**src/rtl/dkong_i2s_tx.sv**
```systemverilog
`timescale 1ns/1ps
// dkong_i2s_tx: I2S transmitter for the soundboard's mixed mono output.
// Buffers 16-bit samples in a small FIFO, then sends each one as a standard
// I2S stereo frame with the same word on left and right. BCLK and LRCLK are
// derived from the single 24.576 MHz system clock.
module dkong_i2s_tx #(
  parameter int BCLK_DIV   = 8,
  parameter int FIFO_DEPTH = 4,
  parameter int FRAME_BITS = 64
) (
  input  logic                          W_CLK_24576M,
  input  logic                          W_RESETn,
  input  logic [15:0]                   I_SAMPLE,
  input  logic                          I_SAMPLE_VALID,
  input  logic                          I_MUTE,
  output logic                          O_BCLK,
  output logic                          O_LRCLK,
  output logic                          O_SDATA,
  output logic [$clog2(FIFO_DEPTH):0]   O_FIFO_LEVEL,
  output logic                          O_UNDERRUN,
  output logic                          O_OVERFLOW
);

  localparam int DIV_W = $clog2(BCLK_DIV);
  localparam int BIT_W = $clog2(FRAME_BITS);
  localparam int PTR_W = $clog2(FIFO_DEPTH);
  localparam int LVL_W = PTR_W + 1;

  localparam logic [DIV_W-1:0] DIV_LAST = DIV_W'(BCLK_DIV - 1);
  localparam logic [DIV_W-1:0] DIV_HALF = DIV_W'(BCLK_DIV / 2);
  localparam logic [BIT_W-1:0] BIT_LAST = BIT_W'(FRAME_BITS - 1);
  localparam logic [BIT_W-1:0] BIT_HALF = BIT_W'(FRAME_BITS / 2);
  localparam logic [BIT_W-2:0] SLOT_LSB = (BIT_W-1)'(16);
  localparam logic [LVL_W-1:0] LVL_FULL = LVL_W'(FIFO_DEPTH);

  // Clock generation state
  logic [DIV_W-1:0] r_div;
  logic [BIT_W-1:0] r_bit;

  // Registered serial outputs and shifter
  logic             r_bclk;
  logic             r_lrclk;
  logic             r_sdata;
  logic [15:0]      r_shift;
  logic [15:0]      r_word;
  logic [15:0]      r_held;

  // FIFO state
  logic [15:0]      r_mem [FIFO_DEPTH];
  logic [PTR_W-1:0] r_wr_ptr;
  logic [PTR_W-1:0] r_rd_ptr;
  logic [LVL_W-1:0] r_count;

  // Status pulses
  logic             r_underrun;
  logic             r_overflow;

  // Combinational helpers
  logic             w_bit_tick;
  logic             w_load;
  logic             w_empty;
  logic             w_full;
  logic             w_pop;
  logic             w_push_ok;
  logic             w_drop;
  logic [BIT_W-2:0] w_slot;
  logic [15:0]      w_next_held;
  logic [15:0]      w_frame_word;

  // Every "div==0" clock is the BCLK falling edge; the frame load is the first of a frame.
  assign w_bit_tick   = (r_div == '0);
  assign w_load       = w_bit_tick && (r_bit == '0);
  assign w_slot       = r_bit[BIT_W-2:0];
  assign w_empty      = (r_count == '0);
  assign w_full       = (r_count == LVL_FULL);
  assign w_pop        = w_load && !w_empty;
  assign w_push_ok    = I_SAMPLE_VALID && (!w_full || w_pop);
  assign w_drop       = I_SAMPLE_VALID && w_full && !w_pop;
  assign w_next_held  = w_pop ? r_mem[r_rd_ptr] : r_held;
  assign w_frame_word = I_MUTE ? 16'h0000 : w_next_held;

  // Divider and frame bit counter: bit counter advances when the divider wraps.
  always_ff @(posedge W_CLK_24576M or negedge W_RESETn) begin
    if (!W_RESETn) begin
      r_div <= '0;
      r_bit <= '0;
    end else if (r_div == DIV_LAST) begin
      r_div <= '0;
      r_bit <= (r_bit == BIT_LAST) ? '0 : r_bit + BIT_W'(1);
    end else begin
      r_div <= r_div + DIV_W'(1);
    end
  end

  // BCLK/LRCLK/SDATA generation; LRCLK and data only move on the BCLK falling edge.
  always_ff @(posedge W_CLK_24576M or negedge W_RESETn) begin
    if (!W_RESETn) begin
      r_bclk  <= 1'b0;
      r_lrclk <= 1'b0;
      r_sdata <= 1'b0;
      r_shift <= '0;
    end else begin
      r_bclk <= (r_div >= DIV_HALF);
      if (w_bit_tick) begin
        r_lrclk <= (r_bit >= BIT_HALF);
        if (w_slot == '0) begin
          r_sdata <= 1'b0;
          r_shift <= w_load ? w_frame_word : r_word;
        end else if (w_slot <= SLOT_LSB) begin
          r_sdata <= r_shift[15];
          r_shift <= {r_shift[14:0], 1'b0};
        end else begin
          r_sdata <= 1'b0;
        end
      end
    end
  end

  // Frame word capture: the held sample survives underruns, the sent word honours mute.
  always_ff @(posedge W_CLK_24576M or negedge W_RESETn) begin
    if (!W_RESETn) begin
      r_held <= '0;
      r_word <= '0;
    end else if (w_load) begin
      r_held <= w_next_held;
      r_word <= w_frame_word;
    end
  end

  // FIFO pointers and occupancy; a pop from an empty FIFO is ignored.
  always_ff @(posedge W_CLK_24576M or negedge W_RESETn) begin
    if (!W_RESETn) begin
      r_wr_ptr <= '0;
      r_rd_ptr <= '0;
      r_count  <= '0;
    end else begin
      if (w_push_ok) begin
        r_wr_ptr <= r_wr_ptr + PTR_W'(1);
      end
      if (w_pop) begin
        r_rd_ptr <= r_rd_ptr + PTR_W'(1);
      end
      unique case ({w_push_ok, w_pop})
        2'b10:   r_count <= r_count + LVL_W'(1);
        2'b01:   r_count <= r_count - LVL_W'(1);
        default: r_count <= r_count;
      endcase
    end
  end

  // FIFO storage: data only, occupancy tracking makes a reset unnecessary.
  always_ff @(posedge W_CLK_24576M) begin
    if (w_push_ok) begin
      r_mem[r_wr_ptr] <= I_SAMPLE;
    end
  end

  // One-cycle status pulses for empty frame starts and dropped pushes.
  always_ff @(posedge W_CLK_24576M or negedge W_RESETn) begin
    if (!W_RESETn) begin
      r_underrun <= 1'b0;
      r_overflow <= 1'b0;
    end else begin
      r_underrun <= w_load && w_empty;
      r_overflow <= w_drop;
    end
  end

  assign O_BCLK       = r_bclk;
  assign O_LRCLK      = r_lrclk;
  assign O_SDATA      = r_sdata;
  assign O_FIFO_LEVEL = r_count;
  assign O_UNDERRUN   = r_underrun;
  assign O_OVERFLOW   = r_overflow;

endmodule

```
**config.mk**
```make
export PLATFORM = sky130hd
export DESIGN_NAME = dkong_i2s_tx
export DESIGN_NICKNAME = d
export VERILOG_FILES = /design/src/rtl/dkong_i2s_tx.sv
export SDC_FILE = /design/constraint.sdc
export NUM_CORES = 1
export LEC_CHECK = 0
export ABC_CLOCK_PERIOD_IN_PS = 2900
export BUFFER_PORTS_ARGS = -buffer_cell sky130_fd_sc_hd__buf_2
export CORE_MARGIN = 2
export CORE_UTILIZATION = 25
export CTS_CLUSTER_DIAMETER = 50
export DETAILED_ROUTE_END_ITERATION = 8
export GPL_TIMING_DRIVEN = 0
export HOLD_SLACK_MARGIN = 0.08
export SETUP_SLACK_MARGIN = 0.02
export SLEW_MARGIN = 15
export SYNTH_ARGS = -nofsm -noshare
export SYNTH_HDL_FRONTEND = slang
export SYNTH_SLANG_ARGS = --single-unit
```
**constraint.sdc**
```tcl
create_clock -name W_CLK_24576M -period 2.9 [get_ports W_CLK_24576M]
set_input_delay 0.29 -clock W_CLK_24576M [delete_from_list [all_inputs] [get_ports W_CLK_24576M]]
set_output_delay 0.29 -clock W_CLK_24576M [all_outputs]
set_load 0.02 [all_outputs]
```
==> parameters.txt, run 1 <==
Parameter                              Value

Outcome
  Outcome    finished clean

STA
  Worst setup slack after layout    0.133 ns
  Final setup violation count    0
  Maximum clock rate    361 MHz
  Share of the cycle needed by the critical path after routing    between 90% and 100%
  Max-slew headroom at the worst pin    41.1%
  Actual slew at the worst max-slew pin    roughly 0.9 ns
  Final critical path time including I/O delays and setup    between 2 and 3 ns
  Number of max-slew violations in the final report    0
  Total count of hold-check failures in the final report    0
  RSZ-0062 raised after global routing    yes
  Final hold slack    approximately 0.09 ns
  Worst clock skew    ~0.012 ns

Synth
  Register bit count reported by yosys    roughly 130
  Syn Nets    about 390
  Async SR Flop Fraction    51.9%
  Sequential fraction of the synthesis area    approximately 67%
  Summed instance area of the synthesized netlist    between 0.005 and 0.006 mm^2
  Yosys cell types    39
  Avg Cell Area, Syn    around 15 um^2
  Number of synthesized flops with an enable pin    between 60 and 70
  Synthesized instance count    around 360
  Yosys warning count    0
  Most used flip-flop cell after synthesis    sky130_fd_sc_hd__dfrtp_1

Detailed routing
  Average wire length per cell after detail routing    15.2 um
  Pre-antenna DRT Iters    4
  DRT iter0 DRCs    between 200 and 250
  Aggregate routed wire length    10.6 mm
  Detailed-route via count    approximately 3.1k
  Post-DRT Antenna Nets    0
  DRC    0
  Routed vias/inst    4.46

Place
  Post-place instance area    roughly 0.0060 mm^2
  Port buffer count    27
  Detailed placement HPWL    approximately 7 mm
  Final GP Congestion    between 0.7 and 0.8
  Dpl ws    -0.471 ns

Floorplanning
  Initial Util    roughly a quarter
  Core region area    roughly 0.022 mm^2
  Die boundary width    152 um
  Die outline height    between 150 and 200 um
  Count of pins on the block boundary    28
  Die area    0.0230 mm^2
  Number of core rows    54

Layout
  Multi-input logic area    0.00162 mm^2
  Total number of nets in the final design    between 400 and 500
  Final instance area    0.00659 mm^2
  Number of antenna repair diodes    0
  Fraction of final layout cells sized beyond drive strength 1    between 20% and 30%
  Layout Utilization    a little under a third
  Total of fill cells in the finished design    between 2k and 2.5k
  Layout area overhead    20.9%
  Storage element area    0.00365 mm^2

GRT
  First-pass GRT wire length    17.9 mm
  Total grt overflow    0
  Maximum number of pins on one net before global-route repair    a little under 60
  Antenna violations before repair    0
  Global-route usage over all layers    ~10%
  Number of global-route vias before repair    between 3k and 4k

Power and ir drop
  Highest ir drop seen on vdd    roughly 0.55 mV
  Leakage Power    roughly 2.6 nW
  Ratio of total power to cell area    between 700 and 800 mW/mm^2

Worst setup path
  Worst-path cell with the longest stage delay    sky130_fd_sc_hd__nor4_2
  Critical path buffers and inverters    2
  Worst Setup Path Type    flop to flop
  Nature of the critical path endpoint    flop
  Cell class contributing the biggest share of worst-path delay    simple AND/OR/NAND/NOR gates
  Startpoint type of the worst setup path    flop
  Most common cell on crit path    sky130_fd_sc_hd__a221o_1
  Arrival time worst endpoint    approximately 3.1 ns
  Delay of the slowest cell on the worst path    about 0.75 ns
  Critical Path RT    between 3 and 4 ns
  List of cells traversed by the critical path    inv_1 > ha_1 > or4b_4 > nor4_2 > buf_2 > a221o_1 > a221o_1
  Peak fanout along the critical path    10

Clock network
  Clk slew on worst S/H paths    roughly 0.070 ns
  CTS tree    built
  Clock insertion delay at the later pin of the skew report    a little over 0.4 ns
  Total clock sinks    about 130
  Master cell of the clock root buffer    sky130_fd_sc_hd__clkbuf_16
  Number of H-tree levels    4
  Total CTS buffers    17
  Buffers from clock root to sink, at most    2

Flow run
  Count of max-cap constraint violations    0

Min path
  Hold/Removal Path Class    primary input to flop
## cells in the final DEF (no fill, tap or decap), types with 2 or more instances in the layout
master / synthesis / routed
sky130_fd_sc_hd__inv_6: 0 / 6
sky130_fd_sc_hd__mux2_2: 17 / 17
sky130_fd_sc_hd__nor4_1: 18 / 17
sky130_fd_sc_hd__mux4_2: 16 / 16
sky130_fd_sc_hd__ha_1: 9 / 9
sky130_fd_sc_hd__clkbuf_2: 0 / 2
sky130_fd_sc_hd__a22o_1: 2 / 2
sky130_fd_sc_hd__a221o_1: 31 / 31
sky130_fd_sc_hd__nand2b_1: 3 / 3
sky130_fd_sc_hd__nand2_1: 20 / 20
sky130_fd_sc_hd__xor2_1: 3 / 3
sky130_fd_sc_hd__inv_1: 28 / 28
sky130_fd_sc_hd__dfrtp_1: 69 / 69
sky130_fd_sc_hd__inv_8: 0 / 4
sky130_fd_sc_hd__clkinvlp_4: 0 / 2
sky130_fd_sc_hd__and3_1: 2 / 2
sky130_fd_sc_hd__o21ai_0: 4 / 4
sky130_fd_sc_hd__nor2_1: 22 / 22
sky130_fd_sc_hd__clkbuf_1: 12 / 10
sky130_fd_sc_hd__edfxtp_1: 64 / 64
sky130_fd_sc_hd__xnor2_1: 7 / 7
sky130_fd_sc_hd__and2_2: 0 / 4
sky130_fd_sc_hd__buf_4: 0 / 2
sky130_fd_sc_hd__clkbuf_16: 0 / 17
sky130_fd_sc_hd__nand3_1: 2 / 2
sky130_fd_sc_hd__buf_6: 2 / 2
sky130_fd_sc_hd__buf_2: 6 / 32
## stage by stage
stage	power, mW	TNS [ns]	instances
2_1_floorplan	2.69	0	361
3_3_place_gp	2.87	-22.65	668
3_5_place_dp	2.92	-29.42	669
4_1_cts	5.05	0	700
5_1_grt	5.23	0	701
6_report	5.00	0	701
## area by class of cell
cell class,count,share of cell area [%]
sequential,133,55.3
clock inverter,15,2.37
inverter,28,1.59
clock buffer,17,6.45
buffer,21,1.58
multi-input combinational,177,24.6
timing repair buffer,30,2.77
tap,280,5.31
## Yosys cell counts, types with 2 or more instances
library cell	instances	area [um^2]
sky130_fd_sc_hd__dfrtp_1	69	1730
sky130_fd_sc_hd__edfxtp_1	64	1920
sky130_fd_sc_hd__a221o_1	31	310
sky130_fd_sc_hd__inv_1	28	105
sky130_fd_sc_hd__nor2_1	22	82.6
sky130_fd_sc_hd__nand2_1	20	75.1
sky130_fd_sc_hd__nor4_1	18	113
sky130_fd_sc_hd__mux2_2	17	191
sky130_fd_sc_hd__mux4_2	16	360
sky130_fd_sc_hd__clkbuf_1	12	45.0
sky130_fd_sc_hd__ha_1	9	113
sky130_fd_sc_hd__xnor2_1	7	61.3
sky130_fd_sc_hd__buf_2	6	30.0
sky130_fd_sc_hd__and2_1	4	25.0
sky130_fd_sc_hd__o21ai_0	4	20.0
sky130_fd_sc_hd__buf_1	3	11.3
sky130_fd_sc_hd__nand2b_1	3	18.8
sky130_fd_sc_hd__xor2_1	3	26.3
sky130_fd_sc_hd__a22o_1	2	17.5
sky130_fd_sc_hd__and3_1	2	12.5
sky130_fd_sc_hd__buf_6	2	22.5
sky130_fd_sc_hd__nand3_1	2	10.0
## sequential cells by signal (all words and copies together) (netlist names)
signal	cells
r_div	3
O_OVERFLOW	1
r_word	16
r_bit	6
r_mem	64
r_rd_ptr	2
r_held	16
r_shift	16
O_FIFO_LEVEL	3
O_BCLK	1
O_SDATA	1
r_wr_ptr	2
O_UNDERRUN	1
O_LRCLK	1
## power by group
group          internal [mW]  leakage (nW)  switching, mW
clock network           1.22         0.283          0.894
registers               2.24          1.47         0.0894
logic                  0.206         0.839          0.358
total                   3.66          2.59           1.34
## per-layer routing
| layer | track usage, % | share of wire, % | vias to the layer above |
|---|---|---|---|
| li1 | - | - | 1455 |
| met1 | 14.5 | 50 | 1607 |
| met2 | 15.0 | 45 | 55 |
| met3 | 2.40 | 3.5 | 10 |
| met4 | 3.61 | 0.98 | 0 |
| met5 | 0 | 0 | - |
## cells by family (layout without fill, tap and decap cells)
logic type / count (synthesis) / after routing / share of synthesized area (%)
AO/OA/AOI/OAI: 43 / 43 / 7.34
XOR/XNOR: 10 / 10 / 1.61
adder cells (fa/ha/maj): 10 / 10 / 2.43
buffers and inverters: 51 / 111 / 3.92
flip-flops: 133 / 133 / 66.9
multiplexers: 33 / 33 / 10.1
AND/OR/NAND/NOR: 81 / 81 / 7.64
## final timing paths
kind	from	endpoint	slack, ns	depth (start not counted)
max reg2reg	r_bit[0]	r_shift[10]	0.13	7
min reg2reg	r_div[0]	r_div[0]	0.48	1
min	I_SAMPLE[12]	r_mem[2][12]	0.09	1
max in group asynchronous	W_RESETn	r_shift[8]	2.09	3
max	r_bit[0]	r_shift[10]	0.13	7
min in group asynchronous	W_RESETn	r_bit[5]	0.28	2
## timing repair
item / in CTS / in global routing
buffers inserted: 0 / 1
endpoints found under the hold margin: 69 / 0
hold buffers: 1 / 0
gates resized for setup: 7 / 3
endpoints found under the setup margin: 66 / 12
(Power assumes the default switching activity.)
==> run 2, diff against run 1 <==
--- a/config.mk
+++ b/config.mk
@@ -13,6 +13,7 @@
 export DETAILED_ROUTE_END_ITERATION = 8
 export GPL_TIMING_DRIVEN = 0
 export HOLD_SLACK_MARGIN = 0.08
+export PLACE_DENSITY = 0.4
 export SETUP_SLACK_MARGIN = 0.02
 export SLEW_MARGIN = 15
 export SYNTH_ARGS = -nofsm -noshare
==> run 2 against run 1 <==
- non-clock buffer count increased by 14
- total power rose by 1.2%
- die area unchanged
- sequential cell count unchanged
- highest routed layer unchanged
==> parameters.txt, run 2 (synthesized netlist as in run 1, its figures left out) <==
Parameter                              Value

GRT
  Global-route usage over all layers    10.8% (+0.68 points)
  First-pass GRT wire length    18.4 mm (+2.9%)
  Antenna violations before repair    0 (unchanged)
  Total grt overflow    0 (unchanged)
  Maximum number of pins on one net before global-route repair    49 (-16%)
  Number of global-route vias before repair    3,315 (-2.7%)

Clock network
  Master cell of the clock root buffer    sky130_fd_sc_hd__clkbuf_16
  CTS tree    built
  Total CTS buffers    17 (unchanged)
  Total clock sinks    133 (unchanged)
  Buffers from clock root to sink, at most    2 (unchanged)
  Number of H-tree levels    4 (unchanged)
  Clock insertion delay at the later pin of the skew report    0.42 ns (about the same)
  Clk slew on worst S/H paths    0.06 ns (about the same)

STA
  Worst setup slack after layout    0.192 ns (+0.0590 ns)
  Final total negative setup slack    0 ns (unchanged)
  Share of the cycle needed by the critical path after routing    93.4% (-2.0 points)
  Actual slew at the worst max-slew pin    0.767 ns (-0.110 ns)
  Worst clock skew    0.00779 ns (-0.00390 ns)
  Total count of hold-check failures in the final report    0 (unchanged)
  Max-slew headroom at the worst pin    48.4% (+7.4 points)
  Maximum clock rate    369 MHz (+2.2%)
  Number of max-slew violations in the final report    0 (unchanged)
  Final setup violation count    0 (unchanged)
  RSZ-0062 raised after global routing    no
  Final critical path time including I/O delays and setup    2.71 ns (-0.0590 ns)

Layout
  Flip-flop count of the largest register, all copies and words added    64 (unchanged)
  Multi-input logic area    0.00161 mm^2 (-0.39%)
  Most common library cell in the layout ignoring fill and taps    sky130_fd_sc_hd__dfrtp_1
  Fraction of final layout cells sized beyond drive strength 1    26.2% (-0.63 points)
  Reg with most FFs    r_mem
  Layout area overhead    23.8%
  Total of fill cells in the finished design    2,168 (+1.5%)
  Most frequent cells in the layout    69 x sky130_fd_sc_hd__dfrtp_1, 64 x sky130_fd_sc_hd__edfxtp_1, 31 x sky130_fd_sc_hd__buf_2, 31 x sky130_fd_sc_hd__a221o_1, 28 x sky130_fd_sc_hd__inv_1
  Total number of nets in the final design    452 (+3.2%)
  Storage element area    0.00365 mm^2 (unchanged)
  Number of antenna repair diodes    0 (unchanged)

Floorplanning
  Die outline height    152 um (unchanged)
  Count of pins on the block boundary    28 (unchanged)
  Die boundary width    152 um (unchanged)
  Number of core rows    54 (unchanged)
  Core region area    0.0216 mm^2 (unchanged)
  Die area    0.0230 mm^2 (unchanged)
  Initial Util    25.2% (unchanged)

Worst setup path
  Peak fanout along the critical path    10 (unchanged)
  Arrival time worst endpoint    3.00 ns (-0.11 ns)
  Worst Setup Path Type    flop to flop
  Critical Path RT    3.20 ns (-0.04 ns)
  Startpoint type of the worst setup path    flop
  Delay of the slowest cell on the worst path    0.41 ns (-0.34 ns)
  Nature of the critical path endpoint    flop
  Worst-path cell with the longest stage delay    sky130_fd_sc_hd__or3b_4
  Most common cell on crit path    sky130_fd_sc_hd__inv_1
  List of cells traversed by the critical path    inv_1 > ha_1 > or3b_4 > buf_4 > buf_6 > nor4_4 > inv_1 > fa_2 > inv_1 > o31a_1 > a22oi_1 > xnor2_1

Detailed routing
  DRC    0 (unchanged)
  Post-DRT Antenna Nets    0 (unchanged)
  Average wire length per cell after detail routing    15.7 um (+3.6%)
  DRT iter0 DRCs    157 (-31%)
  Pre-antenna DRT Iters    4 (unchanged)
  Routed vias/inst    4.33 (-2.9%)
  Detailed-route via count    3,098 (-0.93%)
  Aggregate routed wire length    11.3 mm (+5.7%)

Place
  Port buffer count    27 (unchanged)
  Dpl ws    -0.462 ns (+0.00926 ns)
  Final GP Congestion    0.740 (-2.7%)
  Detailed placement HPWL    7.44 mm (+6.7%)

Power and ir drop
  Ratio of total power to cell area    750 mW/mm^2 (-1.2%)
  Leakage Power    2.66 nW (+2.8%)
  Highest ir drop seen on vdd    0.396 mV (-28%)

Flow run
  Count of max-cap constraint violations    0 (unchanged)

Min path
  Hold/Removal Path Class    primary input to flop

Outcome
  Outcome    finished clean
run 2: changes by cell type in the layout (fill, tap and decap cells not counted), moves of 2 or more:
| cell | change |
|---|---|
| sky130_fd_sc_hd__dlygate4sd3_1 | +13 |
| sky130_fd_sc_hd__inv_6 | +2 |
| sky130_fd_sc_hd__clkbuf_2 | -2 |
| sky130_fd_sc_hd__inv_8 | -3 |
run 2: layout make-up:
cell class                 instances  area share, %
clock inverter                    15           2.47
inverter                          28           1.56
timing repair buffer              43           4.63
multi-input combinational        177           23.9
sequential                       133           54.1
clock buffer                      17           6.30
buffer                            22           1.87
tap                              280           5.19
run 2: stage by stage:
step                      cell area (um^2)  power (mW)  cells  hold WS [ns]  utilization, %
after floorplan                       5450        2.69    361      -0.00559               -
after global placement                5940        2.90    668         0.449            27.5
after detailed placement              5970        2.93    669         0.220            27.6
after CTS                             6730        5.15    714        0.0809            31.1
after global routing                  6750        5.29    715        0.0883            31.2
final                                 6750        5.06    715         0.102            31.2
run 2: repair_timing:
action                     CTS  global route
pin swaps                    0             2
hold buffers                14             0
gates resized for setup     10             9
hold endpoints to repair    73             0
setup buffers                0             1
setup endpoints to repair   72            65
run 2: worst max-delay path: cells and delay by family (launching register included):
kind / cells / cell delay, ns
fa+ha+maj: 2 / 0.51
buf+inv: 5 / 0.56
flops: 1 / 0.40
xor+xnor: 1 / 0.18
compound gates: 2 / 0.20
simple gates: 2 / 0.73
run 2: power breakdown:
group / total [mW] / leakage (nW) / switching [mW] / internal [mW]
registers: 2.32 / 1.47 / 0.0876 / 2.24
clock network: 2.18 / 0.290 / 0.885 / 1.29
logic: 0.561 / 0.905 / 0.349 / 0.213
total: 5.06 / 2.66 / 1.32 / 3.74
run 2: metal layers:
metal / part of all wire, % / GRT usage (%) / wire length (um)
met5: 0 / 0 / 0
met4: 1.4 / 4.17 / 162
met2: 49 / 17.0 / 5480
met1: 47 / 13.9 / 5330
met3: 2.5 / 3.32 / 277
run 2: final timing paths:
path                         startpoint         endpoint  slack, ns  depth (start not counted)
max                            r_div[0]  O_FIFO_LEVEL[2]       0.19                         12
max in group asynchronous      W_RESETn      r_wr_ptr[0]       2.02                          3
min in group asynchronous      W_RESETn       r_word[10]       0.33                          2
max reg2reg                    r_div[0]  O_FIFO_LEVEL[2]       0.19                         12
min reg2reg                     O_SDATA          O_SDATA       0.48                          2
min                        I_SAMPLE[13]     r_mem[3][13]       0.10                          1
==> run 3, diff against run 2 <==
--- a/config.mk
+++ b/config.mk
@@ -5,8 +5,9 @@
 export SDC_FILE = /design/constraint.sdc
 export NUM_CORES = 1
 export LEC_CHECK = 0
+export ABC_AREA = 1
 export ABC_CLOCK_PERIOD_IN_PS = 2900
-export BUFFER_PORTS_ARGS = -buffer_cell sky130_fd_sc_hd__buf_2
+export BUFFER_PORTS_ARGS = -buffer_cell sky130_fd_sc_hd__buf_4
 export CORE_MARGIN = 2
 export CORE_UTILIZATION = 25
 export CTS_CLUSTER_DIAMETER = 50
==> run 3 against run 2 <==
- cell area is 10% higher
- non-clock buffer count is 9 higher
- global-route usage is 0.76 points higher
- register-to-register slack better by 0.03 ns
- count of clock-buffer cells in the layout stayed put
- sequential cell count stayed put
- via count is 38% higher
- clock power is 2% lower
- die area is 9.8% higher
- utilization is 0.32 points higher
- critical path type unchanged
- highest routed layer unchanged
==> parameters.txt, run 3 <==
Parameter                              Value

Detailed routing
  Met2 wire length    6.72 mm (+23%)
  Pre-antenna DRT Iters    5 (+1)
  Highest metal used    met4
  Post-DRT Antenna Nets    0 (unchanged)
  Routed vias/inst    4.04 (-6.7%)
  Post-route met1 wirelength    6.52 mm (+22%)
  Sum of met3 wire segment lengths after detailed routing    429 um (+55%)
  Average wire length per cell after detail routing    13.0 um (-18%)
  DRC    0 (unchanged)
  Detailed-route via count    4,280 (+38%)
  Aggregate routed wire length    13.7 mm (+22%)
  DRT iter0 DRCs    237 (+51%)

Worst setup path
  Startpoint type of the worst setup path    flop
  Worst Setup Path Type    flop to flop
  Critical Path RT    3.02 ns (-0.18 ns)
  Peak fanout along the critical path    10 (unchanged)
  Nature of the critical path endpoint    flop
  Arrival time worst endpoint    2.81 ns (-0.19 ns)

GRT
  Maximum number of pins on one net before global-route repair    70 (+43%)
  Number of global-route vias before repair    4,293 (+30%)
  Global-route usage over all layers    11.6% (+0.76 points)
  Antenna violations before repair    0 (unchanged)
  First-pass GRT wire length    22.8 mm (+24%)
  Total grt overflow    0 (unchanged)

Synth
  Avg Cell Area, Syn    9.09 um^2 (-40%)
  Most common library cells after synthesis    245 x sky130_fd_sc_hd__nand2_1, 85 x sky130_fd_sc_hd__inv_1, 73 x sky130_fd_sc_hd__nand3_1
  Register bit count reported by yosys    133 (unchanged)
  Most used flip-flop cell after synthesis    sky130_fd_sc_hd__dfrtp_1
  Async SR Flop Fraction    51.9% (unchanged)
  Synthesized instance count    660 (+83%)
  Fraction of post-synthesis cell area in the top cell type by area    32.0% (-3.2 points)
  Sequential fraction of the synthesis area    60.8% (-6.1 points)
  Yosys warning count    0 (unchanged)
  Biggest area consumer among synthesized cells    sky130_fd_sc_hd__edfxtp_1
  Syn Nets    690 (+76%)
  Top post-synthesis cells by area    sky130_fd_sc_hd__edfxtp_1 32%, sky130_fd_sc_hd__dfrtp_1 29%, sky130_fd_sc_hd__nand2_1 15%
  Number of synthesized flops with an enable pin    64 (unchanged)
  Leading cell type by number of instances after synthesis    sky130_fd_sc_hd__nand2_1
  Yosys cell types    27 (-31%)
  Summed instance area of the synthesized netlist    0.00600 mm^2 (+10%)

STA
  Share of the cycle needed by the critical path after routing    92.5% (-0.92 points)
  Worst setup slack after layout    0.219 ns (+0.0268 ns)
  Actual slew at the worst max-slew pin    0.923 ns (+0.156 ns)
  Worst clock skew    0.0161 ns (+0.00832 ns)
  Final total negative setup slack    0 ns (unchanged)
  Final critical path time including I/O delays and setup    2.68 ns (-0.0268 ns)
  Final setup violation count    0 (unchanged)
  Maximum clock rate    373 MHz (+1.0%)
  Number of max-slew violations in the final report    0 (unchanged)
  Final hold slack    0.192 ns (+0.0899 ns)
  Max-slew headroom at the worst pin    38.4% (-10 points)
  RSZ-0062 raised after global routing    no
  Total count of hold-check failures in the final report    0 (unchanged)

Clock network
  Clk slew on worst S/H paths    0.07 ns (about the same)
  Buffers from clock root to sink, at most    2 (unchanged)
  CTS tree    built
  Number of H-tree levels    4 (unchanged)
  Clock insertion delay at the later pin of the skew report    0.42 ns (about the same)
  Master cell of the clock root buffer    sky130_fd_sc_hd__clkbuf_16
  Total CTS buffers    17 (unchanged)
  Gates resized, CTS repair    0 (-10)
  Setup Fix Bufs, Post-CTS    0 (unchanged)
  Post-CTS Hold Fix Bufs    17 (+3)
  Total clock sinks    133 (unchanged)

Floorplanning
  Count of pins on the block boundary    28 (unchanged)
  Die area    0.0253 mm^2 (+9.8%)
  Die outline height    159 um (+4.8%)
  Initial Util    25.5% (+0.27 points)
  Die boundary width    159 um (+4.8%)
  Number of core rows    56 (+3.7%)
  Core region area    0.0235 mm^2 (+8.9%)

Outcome
  Outcome    finished clean

Power and ir drop
  Leakage Power    3.52 nW (+32%)
  Total design power    5.22 mW (+3.1%)
  Highest ir drop seen on vdd    0.326 mV (-18%)
  Ratio of total power to cell area    703 mW/mm^2 (-6.3%)

Layout
  Multi-input logic area    0.00189 mm^2 (+17%)
  Most common library cell in the layout ignoring fill and taps    sky130_fd_sc_hd__nand2_1
  Reg with most FFs    r_mem
  Layout area overhead    23.7% (about the same)
  Total number of nets in the final design    757 (+67%)
  Most frequent cells in the layout    245 x sky130_fd_sc_hd__nand2_1, 85 x sky130_fd_sc_hd__inv_1, 73 x sky130_fd_sc_hd__nand3_1
  Storage element area    0.00365 mm^2 (unchanged)
  Total of fill cells in the finished design    2,465 (+14%)
  Final instance area    0.00742 mm^2 (+10%)
  Fraction of final layout cells sized beyond drive strength 1    14.2% (-12 points)
  Number of antenna repair diodes    0 (unchanged)
  Layout Utilization    31.5% (+0.32 points)
  Flip-flop count of the largest register, all copies and words added    64 (unchanged)
  Non-filler cells in the finished layout    1,059 (+48%)

Flow run
  Count of max-cap constraint violations    0 (unchanged)

Place
  Post-place instance area    0.00667 mm^2 (+12%)
  Total instance count after detailed placement    1,010 (+51%)
  Dpl ws    0.156 ns (+0.617 ns)
  Final GP Congestion    0.747 (+0.99%)
  Detailed placement HPWL    9.78 mm (+31%)
  Port buffer count    27 (unchanged)

Min path
  Hold/Removal Path Class    primary input to flop
## run 3: cell types whose count changed after synthesis, moves of 16 or more
cell / before / now
sky130_fd_sc_hd__nand3_1: 2 / 73
sky130_fd_sc_hd__inv_1: 28 / 85
sky130_fd_sc_hd__nor4_1: 18 / 1
sky130_fd_sc_hd__a221o_1: 31 / 0
sky130_fd_sc_hd__nand2_1: 20 / 245
sky130_fd_sc_hd__mux2_2: 17 / 0
sky130_fd_sc_hd__nor2_1: 22 / 45
sky130_fd_sc_hd__mux4_2: 16 / 0
## run 3: logic make-up (layout without fill, tap and decap cells)
logic type,after synthesis,after routing,share of synthesized area [%]
and+or+nand+nor,384,384,27.2
AOI/OAI and AO/OA,10,10,1.02
buffers and inverters,117,197,7.88
adders and majority gates,10,10,2.21
DFF,133,133,60.8
xor gates and xnor gates,6,6,0.876
## run 3: path summary, 6_finish.rpt
path	slack, ns	to	from	depth (start not counted)
min reg2reg	0.47	r_held[1]	r_held[1]	2
max in group asynchronous	1.75	r_word[3]	W_RESETn	2
max	0.22	r_mem[3][14]	r_bit[0]	10
min	0.19	O_OVERFLOW	I_SAMPLE_VALID	3
min in group asynchronous	0.55	r_shift[5]	W_RESETn	2
max reg2reg	0.22	r_mem[3][14]	r_bit[0]	10
## run 3: final cells by class
cell class	instances	share of cell area, %
multi-input combinational	410	25.4
timing repair buffer	48	5.78
buffer	26	1.77
clock inverter	15	2.16
clock buffer	17	5.73
inverter	91	4.60
sequential	133	49.1
tap	319	5.38
## run 3: critical path: stages (launching register included)
cell and delay [ns]:
sky130_fd_sc_hd__dfrtp_1 0.41, sky130_fd_sc_hd__inv_1 0.10, sky130_fd_sc_hd__ha_1 0.17, sky130_fd_sc_hd__nand2_1 0.09
sky130_fd_sc_hd__nor2_4 0.17, sky130_fd_sc_hd__nand2_2 0.10, sky130_fd_sc_hd__buf_6 0.16, sky130_fd_sc_hd__a21oi_4 0.21
sky130_fd_sc_hd__inv_1 0.15, sky130_fd_sc_hd__nor2_2 0.57, sky130_fd_sc_hd__buf_6 0.24
## run 3: power breakdown
part / switching [mW] / internal [mW]
Combinational: 0.471 / 0.251
Sequential: 0.107 / 2.26
Clock: 0.910 / 1.22
## run 3: routing by layer
metal / vias to the layer above / GRT usage [%]
li1: 2193 / -
met1: 2012 / 14.7
met2: 69 / 19.8
met3: 6 / 2.79
met4: 0 / 3.10
met5: - / 0
